[src/rtl/sh_deser_pkg.sv]
// Shared definitions for the serial-to-parallel deserializer: default word
// width, counter width helper and the holding-buffer state encoding.
package sh_deser_pkg;

    localparam int W_DEFAULT = 8;

    // Width of a counter that must hold the values 0 .. w-1.
    function automatic int cnt_width(input int w);
        return (w <= 2) ? 1 : $clog2(w);
    endfunction

    typedef enum logic {
        BUF_EMPTY = 1'b0,
        BUF_HOLD  = 1'b1
    } buf_state_t;

endpackage

[src/rtl/sh_deser_buf.sv]
// One-word holding buffer with a valid/ready handshake and a sticky
// overflow flag for completed words that arrive while the buffer is full.
module sh_deser_buf
    import sh_deser_pkg::*;
#(
    parameter int w = W_DEFAULT
) (
    input  logic         clk,
    input  logic         rst_b,
    input  logic         clr,
    input  logic [w-1:0] word,
    input  logic         word_stb,
    input  logic         q_rdy,
    output logic [w-1:0] q_out,
    output buf_state_t   state,
    output logic         ovf
);

    // Handshake: a word transfers on a rising edge where the buffer is in
    // HOLD and q_rdy=1. q_out is stable for as long as the buffer is in HOLD.
    // A word completing in the same edge as a transfer refills the buffer
    // with no bubble; a word completing while HOLD is stalled is dropped.
    always_ff @(posedge clk or negedge rst_b) begin
        if (!rst_b) begin
            state <= BUF_EMPTY;
            q_out <= '0;
            ovf   <= 1'b0;
        end else if (clr) begin
            state <= BUF_EMPTY;
            q_out <= '0;
            ovf   <= 1'b0;
        end else begin
            case (state)
                BUF_EMPTY: begin
                    if (word_stb) begin
                        q_out <= word;
                        state <= BUF_HOLD;
                    end
                end
                BUF_HOLD: begin
                    if (word_stb) begin
                        if (q_rdy) begin
                            q_out <= word;
                        end else begin
                            ovf <= 1'b1;
                        end
                    end else if (q_rdy) begin
                        state <= BUF_EMPTY;
                    end
                end
                default: state <= BUF_EMPTY;
            endcase
        end
    end

endmodule

[src/rtl/sh_deser.sv]
// Serial-to-parallel deserializer: collects LSB-first bits into w-bit words
// and hands each completed word to a one-word holding buffer.
module sh_deser
    import sh_deser_pkg::*;
#(
    parameter  int w  = W_DEFAULT,
    localparam int CW = cnt_width(w)
) (
    input  logic          clk,
    input  logic          rst_b,
    input  logic          clr,
    input  logic          sin,
    input  logic          sin_en,
    output logic [w-1:0]  q_out,
    output logic          q_vld,
    input  logic          q_rdy,
    output logic [CW-1:0] bit_cnt,
    output logic          ovf
);

    localparam logic [CW-1:0] LAST = CW'(w - 1);

    logic [w-1:0] sr;
    logic [w-1:0] word;
    logic         word_stb;
    buf_state_t   buf_state;

    // New bits enter at the top so the first bit received ends up in bit 0.
    assign word     = {sin, sr[w-1:1]};
    assign word_stb = sin_en && (bit_cnt == LAST);

    always_ff @(posedge clk or negedge rst_b) begin
        if (!rst_b) begin
            sr      <= '0;
            bit_cnt <= '0;
        end else if (clr) begin
            sr      <= '0;
            bit_cnt <= '0;
        end else if (sin_en) begin
            sr      <= word;
            bit_cnt <= (bit_cnt == LAST) ? '0 : bit_cnt + CW'(1);
        end
    end

    sh_deser_buf #(
        .w (w)
    ) u_buf (
        .clk      (clk),
        .rst_b    (rst_b),
        .clr      (clr),
        .word     (word),
        .word_stb (word_stb),
        .q_rdy    (q_rdy),
        .q_out    (q_out),
        .state    (buf_state),
        .ovf      (ovf)
    );

    assign q_vld = (buf_state == BUF_HOLD);

endmodule

[config.mk]
export PLATFORM = sky130hd
export DESIGN_NAME = sh_deser
export DESIGN_NICKNAME = d
export VERILOG_FILES = /design/src/rtl/sh_deser_pkg.sv /design/src/rtl/sh_deser_buf.sv /design/src/rtl/sh_deser.sv
export SDC_FILE = /design/constraint.sdc
export NUM_CORES = 1
export LEC_CHECK = 0
export ABC_AREA = 1
export BUFFER_PORTS_ARGS = -buffer_cell sky130_fd_sc_hd__buf_2
export CORE_ASPECT_RATIO = 1.75
export CORE_MARGIN = 1
export CORE_UTILIZATION = 27
export CTS_CLUSTER_SIZE = 10
export DETAILED_ROUTE_END_ITERATION = 6
export GPL_ROUTABILITY_DRIVEN = 0
export PLACE_DENSITY = 0.43
export SYNTH_ARGS = -nofsm -noshare
export SYNTH_HDL_FRONTEND = slang
export SYNTH_SLANG_ARGS = --single-unit
[constraint.sdc]
create_clock -name clk -period 2.4 [get_ports clk]
set_input_delay 0.6 -clock clk [delete_from_list [all_inputs] [get_ports clk]]
set_output_delay 0.6 -clock clk [all_outputs]
set_load 0.01 [all_outputs]
==> impl_metrics.py, run 1 <==
metrics = {
    "timing": {
        "finalMaxSlewViolations": 0,
        "worst_pin_slew_ns": 0.4483,
        "setup_tns_ns": 0,
        "finalCriticalPeriod_ns": 1.411,
        "finalSetupViolCount": 0,
        "setup_ws_ns": 0.9888,
        "timing.final.crit_share_pct": 58.80,
        "clock.fmax_mhz": 708.6,
        "slew-limit-headroom_pct": 70.11,
        "hold_violations": 0,
        "skew_ns": 0.001781,
        "rsz0062_at_grt": "false",
    },
    "pwr": {
        "p_leak_nw": 0.5752,
        "p_sw_share_pct": 22.78,
        "vdd_drop_max_mv": 0.2576,
        "p_sw_mw": 0.1376,
        "seqPwrFrac_pct": 57.3,
        "power_frac_comb_pct": 7.2,
        "pwr-share-clk_pct": 35.5,
        "p_int_mw": 0.4663,
        "powerDensity_mw_per_mm2": 551.0,
    },
    "worst_setup_path": {
        "path_buf_inv": 1,
        "path_class": "register to output port",
        "critPathTopFamily": "flip-flops",
        "slowest_stage": "dfrtp_1",
        "cp.arrival_ns": 0.81,
        "crit_fanout": 3,
        "cp-end-kind": "output port",
        "critPathLaunchType": "register",
        "max_stage_delay_ns": 0.41,
        "crit_chain": "buf_2",
        "required_ns": 1.80,
    },
    "finish": {
        "final_cell_mix": "27 x nand2_1, 20 x dfrtp_1, 18 x buf_2",
        "nNetsFinal": 130,
        "syn2layout_area_growth_pct": 17.27,
        "final_common_cell": "nand2_1",
        "fill_cells": 355,
        "antenna_cells": 0,
        "final_area_mm2": 0.001096,
        "drive_gt1_share_pct": 25.83,
    },
    "routing": {
        "first_iter_violations": 4,
        "vias_per_cell": 4.080,
        "antenna_left": 0,
        "wl_per_cell_um": 10.91,
        "drc": 0,
        "via_count": 665,
        "wl_um": 1779,
        "drt_pass1_iterations": 4,
    },
    "floorplan": {
        "fp.dieW_um": 46.48,
        "num_io_pins": 19,
        "rows": 27,
        "start_util_pct": 29.12,
        "core_area_mm2": 0.003209,
        "die-area_mm2": 0.003710,
        "die_h_um": 79.83,
    },
    "global_route": {
        "grt_max_degree": 21,
        "met3_usage_pct": 2.036,
        "antenna_found_initial": 0,
        "grt.total_usage_pct": 11.25,
        "gr-total-overflow": 0,
        "grt_pass1_wl_um": 3015,
        "top_usage_layer": "met2",
        "grt_pass1_vias": 643,
        "grt_util_met2_pct": 16.67,
        "grt_use_met1_pct": 15.23,
    },
    "clock_network": {
        "clock_latency_ns": 0.25,
        "htree_levels": 1,
        "cts.sinks": 20,
        "path_clk_slew_ns": 0.07,
        "hold_buffers": 0,
        "cts_setup_buffers": 0,
        "cts_tree": "built",
        "clock_path_buffers": 2,
        "cts-buffers-inserted": 3,
        "cts-resized-gates": 0,
        "ctsRootBufferMaster": "clkbuf_8",
    },
    "status": {
        "status": "finished, final reports clean",
    },
    "synth": {
        "yosys_most_used_dff": "dfrtp_1",
        "syn_inst": 102,
        "synth.distinct_cells": 21,
        "synth.yosys.seq_area_share_pct": 53.55,
        "ys_ff_latch": 20,
        "synth_edf_count": 0,
        "ys_warn_count": 0,
        "synth_top_area_share_pct": 53.55,
        "synthArstFlopShare_pct": 100.0,
        "syn-num-nets": 110,
        "synth_top_cell_by_area": "dfrtp_1",
        "synth_area_um2": 934.6,
        "syn_area_per_cell_um2": 9.163,
        "yosys-top-cells-area": "dfrtp_1 54%, nand2_1 11%, nand3_1 6.4%, inv_1 4.0%, nor2_1 3.6%",
    },
    "placed_design": {
        "place_ws_ns": 1.018,
        "dpl_cell_area_mm2": 0.001055,
        "hpwl_um": 1392,
        "port_buffers": 18,
    },
    "worst_hold_path": {
        "hold_path_class": "primary input to asynchronous set/reset pin",
    },
    "job": {
        "max-cap-violations": 0,
    },
}
sequential cells by signal, indices dropped and copies added (netlist names):
name and cells:
u_buf.q_out 8, sr 7, u_buf.ovf 1, u_buf.state 1, bit_cnt 3
Yosys cell counts, types with 2 or more instances:
cell type / number
nand2_1: 27
dfrtp_1: 20
nand3_1: 12
inv_1: 10
nor2_1: 9
inv_2: 3
o21ai_0: 3
o22ai_1: 3
ha_1: 2
nor2_4: 2
power by group through the flow:
stage / Sequential (mW) / Combinational [mW] / Clock [mW]
after floorplan: 0.354 / 0.0258 / 0
after global placement: 0.352 / 0.0449 / 0
after detailed placement: 0.352 / 0.0451 / 0
after CTS: 0.346 / 0.0452 / 0.227
after global routing: 0.346 / 0.0497 / 0.242
final: 0.346 / 0.0436 / 0.215
stage by stage:
stage	hold slack, ns	utilization, %	cells	power (mW)
finish	0.2863	34.15	163	0.6039
global route	0.3206	34.15	163	0.6382
CTS	0.2970	34.15	163	0.6174
detailed placement	0.4889	32.87	160	0.3972
global placement	0.4901	32.87	160	0.3970
floorplan	0.3044	-	102	0.3794
layer usage:
| layer | up-vias | part of all wire [%] |
|---|---|---|
| met5 | - | 0 |
| met4 | 0 | 1.1 |
| met3 | 2 | 2.6 |
| met2 | 10 | 52 |
| met1 | 297 | 45 |
| li1 | 356 | - |
final cells by class:
cell class	count	area [um^2]	share of cell area (%)
Clock buffer	3	41.29	3.767
Sequential cell	20	500.5	45.66
Timing Repair Buffer	18	90.09	8.219
Inverter	14	55.05	5.023
Tap cell	43	53.80	4.909
Multi-Input combinational cell	65	355.3	32.42
cell families after synthesis:
logic type                 Yosys count  share of synthesized area, %
and+or+nand+nor                     53                         28.78
DFF                                 20                         53.55
buffers and inverters               17                         8.434
AOI/OAI and AO/OA                    9                         5.621
adders and majority gates            2                         2.677
xor gates and xnor gates             1                        0.9373
worst paths after layout:
| kind | depth (start not counted) | slack [ns] | from | to |
|---|---|---|---|---|
| worst min-delay path | 1 | 0.29 | rst_b | u_buf.q_out[0]$_DFFE_PN0P_ |
| max in group asynchronous | 1 | 1.80 | rst_b | u_buf.q_out[5]$_DFFE_PN0P_ |
| worst min register to register | 2 | 0.50 | u_buf.q_out[2]$_DFFE_PN0P_ | u_buf.q_out[2]$_DFFE_PN0P_ |
| min in group clk | 2 | 0.50 | u_buf.q_out[2]$_DFFE_PN0P_ | u_buf.q_out[2]$_DFFE_PN0P_ |
| worst max-delay path | 1 | 0.99 | bit_cnt[0]$_DFFE_PN0P_ | bit_cnt[0] |
| worst max register to register | 7 | 1.10 | bit_cnt[0]$_DFFE_PN0P_ | u_buf.q_out[4]$_DFFE_PN0P_ |
Note: power is estimated with default switching activity, not from simulation.
==> run 2: changes to the inputs <==
- clock period: 2.4 -> 1.35 ns (I/O delays scaled with it)
==> run 2 against run 1 <==
Non-clock buffer count up 1. First-iteration DRC count grew 100%. Combinational power grew 88%. Final cell count is 0.61% higher. Die area unchanged. Final area is 0.91% higher. Clock skew about the same. Sequential share of layout area down 0.41 points. Core utilization up 0.31 points. Clock power is 78% higher. Critical path type is now register to register. Critical endpoint is now u_buf.q_out[7]$_DFFE_PN0P_.
==> impl_metrics.py, run 2 (synthesis results as in run 1) <==
metrics = {
    "status": {
        "status": "finished, final reports clean",
    },
    "job": {
        "max-cap-violations": 0,
    },
    "finish": {
        "fill_cells": 343,
        "regArea_um2": 500.5,
        "drive_gt1_share_pct": 27.27,
        "multi_input_area_um2": 357.8,
        "final_cell_mix": "27 x nand2_1, 20 x dfrtp_1, 18 x buf_2",
        "nNetsFinal": 131,
        "syn2layout_area_growth_pct": 18.34,
        "largest_reg_flops": 8,
        "largest_register": "u_buf.q_out",
        "largestRegisters": "u_buf.q_out x8, sr x7, bit_cnt x3",
        "final_common_cell": "nand2_1",
        "antenna_cells": 0,
    },
    "routing": {
        "vias_per_cell": 4.207,
        "drt_pass1_iterations": 4,
        "drc": 0,
        "antenna_left": 0,
        "first_iter_violations": 8,
        "wl_per_cell_um": 11.02,
        "via_count": 690,
        "wl_um": 1807,
    },
    "placed_design": {
        "port_buffers": 18,
        "hpwl_um": 1395,
    },
    "global_route": {
        "gr-total-overflow": 0,
        "grt_pass1_wl_um": 3111,
        "grt_pass1_vias": 675,
        "grt.total_usage_pct": 11.41,
        "grt_max_degree": 21,
        "antenna_found_initial": 0,
    },
    "floorplan": {
        "fp.dieW_um": 46.48,
        "num_io_pins": 19,
        "rows": 27,
        "start_util_pct": 29.12,
        "die_h_um": 79.83,
        "die-area_mm2": 0.003710,
        "core_area_mm2": 0.003209,
    },
    "timing": {
        "finalSetupViolCount": 0,
        "finalCriticalPeriod_ns": 1.252,
        "hold_violations": 0,
        "slew-limit-headroom_pct": 70.14,
        "rsz0062_at_grt": "false",
        "setup_tns_ns": 0,
        "clock.fmax_mhz": 798.6,
        "timing.final.crit_share_pct": 92.75,
        "worst_pin_slew_ns": 0.4479,
        "skew_ns": 0.001946,
        "finalMaxSlewViolations": 0,
    },
    "clock_network": {
        "path_clk_slew_ns": 0.07,
        "clock_latency_ns": 0.25,
        "cts-buffers-inserted": 3,
        "hold_buffers": 0,
        "htree_levels": 1,
        "ctsRootBufferMaster": "clkbuf_8",
        "clock_path_buffers": 2,
        "cts_tree": "built",
        "cts.sinks": 20,
    },
    "pwr": {
        "vdd_drop_max_mv": 0.4160,
        "p_leak_nw": 0.5769,
        "powerDensity_mw_per_mm2": 975.4,
        "total_power_mw": 1.079,
    },
    "worst_setup_path": {
        "path_class": "register to register",
        "required_ns": 1.54,
        "cp.arrival_ns": 1.45,
        "crit_fanout": 8,
        "critPathLaunchType": "register",
        "cp-end-kind": "register",
    },
    "worst_hold_path": {
        "hold_path_class": "primary input to asynchronous set/reset pin",
    },
}
[run 2: cell types whose count changed in the layout (fill, tap and decap cells not counted)]
cell and delta:
buf_4 +1, ha_2 +1, ha_1 -1
[run 2: repair_timing]
| action | in CTS | in global routing |
|---|---|---|
| buffers inserted | 0 | 0 |
| setup endpoints to repair | 0 | 8 |
| resized for setup | 0 | 1 |
[run 2: layer usage]
| layer | routed length (um) | global-route usage, % | vias to the layer above |
|---|---|---|---|
| met5 | 0 | 0 | - |
| met4 | 29 | 5.882 | 0 |
| met3 | 56 | 2.262 | 4 |
| met2 | 949 | 17.50 | 13 |
| met1 | 771 | 14.47 | 314 |
| li1 | - | - | 359 |
[run 2: path summary, 6_finish.rpt]
kind | startpoint | endpoint | slack, ns | depth (start not counted)
max | bit_cnt[0]$_DFFE_PN0P_ | u_buf.q_out[7]$_DFFE_PN0P_ | 0.1 | 7
min | rst_b | u_buf.ovf$_DFFE_PN0P_ | 0.02 | 1
max reg2reg | bit_cnt[0]$_DFFE_PN0P_ | u_buf.q_out[7]$_DFFE_PN0P_ | 0.1 | 7
min reg2reg | u_buf.q_out[2]$_DFFE_PN0P_ | u_buf.q_out[2]$_DFFE_PN0P_ | 0.51 | 2
max in group asynchronous | rst_b | sr[6]$_DFFE_PN0P_ | 1.02 | 1
min in group clk | sin | sr[7]$_DFFE_PN0P_ | 0.37 | 3
[run 2: power by group]
| part | total [mW] | internal, mW | switching (mW) |
|---|---|---|---|
| clock network | 0.383 | 0.198 | 0.184 |
| registers | 0.615 | 0.608 | 0.00617 |
| logic | 0.0818 | 0.0249 | 0.0569 |
[run 2: stage by stage]
step / utilization [%] / hold slack (ns) / std cells / setup slack (ns) / area [um^2]
global route: 34.46 / 0.05290 / 164 / 0.001237 / 1106
detailed placement: 33.10 / 0.3182 / 161 / 0.04682 / 1062
finish: 34.46 / 0.02316 / 164 / 0.09784 / 1106
CTS: 34.39 / 0.04043 / 164 / 0.03819 / 1104
floorplan: - / 0.04191 / 102 / 0.08779 / 934.6
global placement: 33.10 / 0.3167 / 161 / 0.07969 / 1062
[run 2: layout make-up]
type | instances | share of cell area (%)
clock buffer | 3 | 3.733
tap | 43 | 4.864
timing repair buffer | 19 | 8.824
inverter | 14 | 4.977
multi-input combinational | 65 | 32.35
sequential | 20 | 45.25
[run 2: critical path: stages (launching register included)]
cell	delay, ns
dfrtp_1	0.41
ha_1	0.21
ha_2	0.20
nand2_8	0.09
inv_4	0.04
nand2_4	0.09
nand3_1	0.09
nand2_1	0.07
==> run 3: changes to the inputs <==
- ABC_AREA: 1 -> not set
==> run 3 against run 2 <==
Via count shrank 9.4%. Count of clock-buffer cells in the layout grew 1. Sequential share of layout area shrank 1.8 points. Sequential power is essentially flat. Core utilization shrank 0.24 points. Final area grew 4.1%. Register-to-register slack lost 0.03 ns.
==> impl_metrics.py, run 3 <==
metrics = {
    "global_route": {
        "gr-total-overflow": 0,
        "grt_pass1_wl_um": 2822,
        "antenna_found_initial": 0,
        "grt.total_usage_pct": 10.42,
        "grt_max_degree": 29,
        "grt_pass1_vias": 613,
    },
    "timing": {
        "hold_slack_ns": 0.02534,
        "finalSetupViolCount": 0,
        "clock.fmax_mhz": 779.5,
        "rsz0062_at_grt": "true",
        "timing.final.crit_share_pct": 95.02,
        "finalMaxSlewViolations": 0,
        "slew-limit-headroom_pct": 68.82,
        "setup_tns_ns": 0,
        "worst_pin_slew_ns": 0.4677,
        "setup_ws_ns": 0.06717,
        "finalCriticalPeriod_ns": 1.283,
        "hold_violations": 0,
        "skew_ns": 0.003720,
    },
    "synth": {
        "synthSimpleGateAreaFrac_pct": 19.95,
        "syn_area_per_cell_um2": 12.07,
        "synth_top_area_share_pct": 52.49,
        "ys_ff_latch": 20,
        "synthArstFlopShare_pct": 100.0,
        "syn-num-nets": 87,
        "ys_warn_count": 0,
        "synth_mux_area_share_pct": 18.90,
        "synth_top_cell_by_area": "dfrtp_1",
        "synth_xor_area_share_pct": 0,
        "yosysMostFrequentCell": "dfrtp_1",
        "synth_area_um2": 953.4,
        "synthTopCellsByCount": "20 x dfrtp_1, 18 x mux2i_1, 16 x nand2b_1",
        "synth_edf_count": 0,
        "synth-compound-area-share_pct": 1.181,
        "synthAdderAreaFrac_pct": 2.625,
        "syn_inst": 79,
        "yosys-top-cells-area": "dfrtp_1 52%, mux2i_1 19%, nand2b_1 10%, nor2_1 5.1%, buf_6 3.5%",
        "synth.yosys.seq_area_share_pct": 52.49,
        "synth.distinct_cells": 13,
        "yosys_most_used_dff": "dfrtp_1",
        "synth_top_family_by_area": "simple AND/OR/NAND/NOR gates",
    },
    "routing": {
        "wl_um": 1633,
        "drc": 0,
        "vias_per_cell": 4.371,
        "first_iter_violations": 27,
        "wl_per_cell_um": 11.42,
        "drt_pass1_iterations": 4,
        "via_count": 625,
        "antenna_left": 0,
    },
    "worst_setup_path": {
        "r2r-start": "bit_cnt[1]$_DFFE_PN0P_",
        "endpoint": "u_buf.q_out[7]$_DFFE_PN0P_",
        "critPathLaunch": "bit_cnt[1]$_DFFE_PN0P_",
        "reg2reg_depth": 5,
        "critPathLaunchType": "register",
        "required_ns": 1.53,
        "crit_fanout": 8,
        "path_class": "register to register",
        "r2r_slack_ns": 0.07,
        "regToRegEndpoint": "u_buf.q_out[7]$_DFFE_PN0P_",
        "cp.arrival_ns": 1.47,
        "cp-end-kind": "register",
    },
    "finish": {
        "largestRegisters": "u_buf.q_out x8, sr x7, bit_cnt x3",
        "fin_util_pct": 34.23,
        "largest_reg_flops": 8,
        "final_area_mm2": 0.001151,
        "drive_gt1_share_pct": 29.59,
        "largest_register": "u_buf.q_out",
        "syn2layout_area_growth_pct": 20.73,
        "fin_cells": 143,
        "final_cell_mix": "20 x dfrtp_1, 18 x mux2i_1, 18 x buf_2",
        "antenna_cells": 0,
        "nNetsFinal": 107,
        "final_common_cell": "dfrtp_1",
    },
    "floorplan": {
        "num_io_pins": 19,
        "die-area_mm2": 0.003782,
        "rows": 28,
        "core_area_mm2": 0.003363,
        "fp.dieW_um": 46.92,
        "die_h_um": 80.61,
        "start_util_pct": 28.35,
    },
    "placed_design": {
        "dp_cells": 139,
        "place_ws_ns": 0.004148,
        "dpl_cell_area_mm2": 0.001081,
        "port_buffers": 18,
        "hpwl_um": 1122,
    },
    "job": {
        "max-cap-violations": 0,
    },
    "pwr": {
        "vdd_drop_max_mv": 0.4955,
        "powerDensity_mw_per_mm2": 1007,
        "p_leak_nw": 0.5594,
        "total_power_mw": 1.160,
    },
    "clock_network": {
        "clock_latency_ns": 0.26,
        "path_clk_slew_ns": 0.08,
        "hold_buffers": 0,
        "cts_setup_buffers": 0,
        "cts-buffers-inserted": 3,
        "cts_tree": "built",
        "clock_path_buffers": 2,
        "htree_levels": 1,
        "ctsRootBufferMaster": "clkbuf_8",
        "cts.sinks": 20,
    },
    "worst_hold_path": {
        "hold_path_class": "primary input to asynchronous set/reset pin",
    },
    "status": {
        "status": "finished, final reports clean",
    },
}
## run 3: cell count changes after synthesis, sizes merged, moves of 3 or more
cell    before  now
nand2       29    1
mux2i        0   18
nand2b       0   16
inv         14    0
nand3       12    0
o21ai        4    0
o22ai        3    0
## run 3: repair_timing
action                                 CTS  global route
gates resized for setup                  1             2
pin swaps                                0             1
cloned                                   0             0
setup endpoints to repair                8             8
endpoints found under the hold margin    0             0
## run 3: power breakdown
| part | total [mW] | switching, mW | internal (mW) |
|---|---|---|---|
| combinational | 0.0894 | 0.0487 | 0.0408 |
| sequential | 0.615 | 0.00740 | 0.607 |
| clock | 0.455 | 0.196 | 0.259 |
## run 3: worst min-delay path by stage
stage                                            end  slack (ns)  cells past startpoint
final                     u_buf.q_out[4]$_DFFE_PN0P_        0.03                      1
after global placement    u_buf.q_out[2]$_DFFE_PN0P_        0.32                      1
after CTS                 u_buf.q_out[0]$_DFFE_PN0P_        0.05                      1
after global routing      u_buf.q_out[3]$_DFFE_PN0P_        0.06                      1
after floorplan               bit_cnt[0]$_DFFE_PN0P_        0.04                      0
after detailed placement  u_buf.q_out[0]$_DFFE_PN0P_        0.33                      1
## run 3: logic make-up (layout without fill, tap and decap cells)
| kind of cell | Yosys count | after routing |
|---|---|---|
| compound gates | 2 | 2 |
| fa+ha+maj | 2 | 2 |
| buf+inv | 5 | 24 |
| flops | 20 | 20 |
| mux | 18 | 18 |
| simple gates | 32 | 32 |
## run 3: critical path, stage by stage, from the launching register on
cell and delay (ns):
dfrtp_1 0.38, ha_2 0.20, ha_4 0.16, nand2_4 0.06, nor2_8 0.21, mux2i_1 0.21
## run 3: cell type report
type,count,area [um^2]
well taps,45,56.30
clock buffers,4,55.05
multi-input cells,54,421.7
flip-flops and latches,20,500.5
fillers,374,2212
repair buffers,20,117.6
## run 3: per-layer routing
layer / vias to the layer above / global-route usage [%] / share of wire (%)
li1: 296 / - / -
met1: 311 / 11.64 / 41
met3: 4 / 1.348 / 4.0
met4: 0 / 6.000 / 2.3
met2: 14 / 17.78 / 52
met5: - / 0 / 0
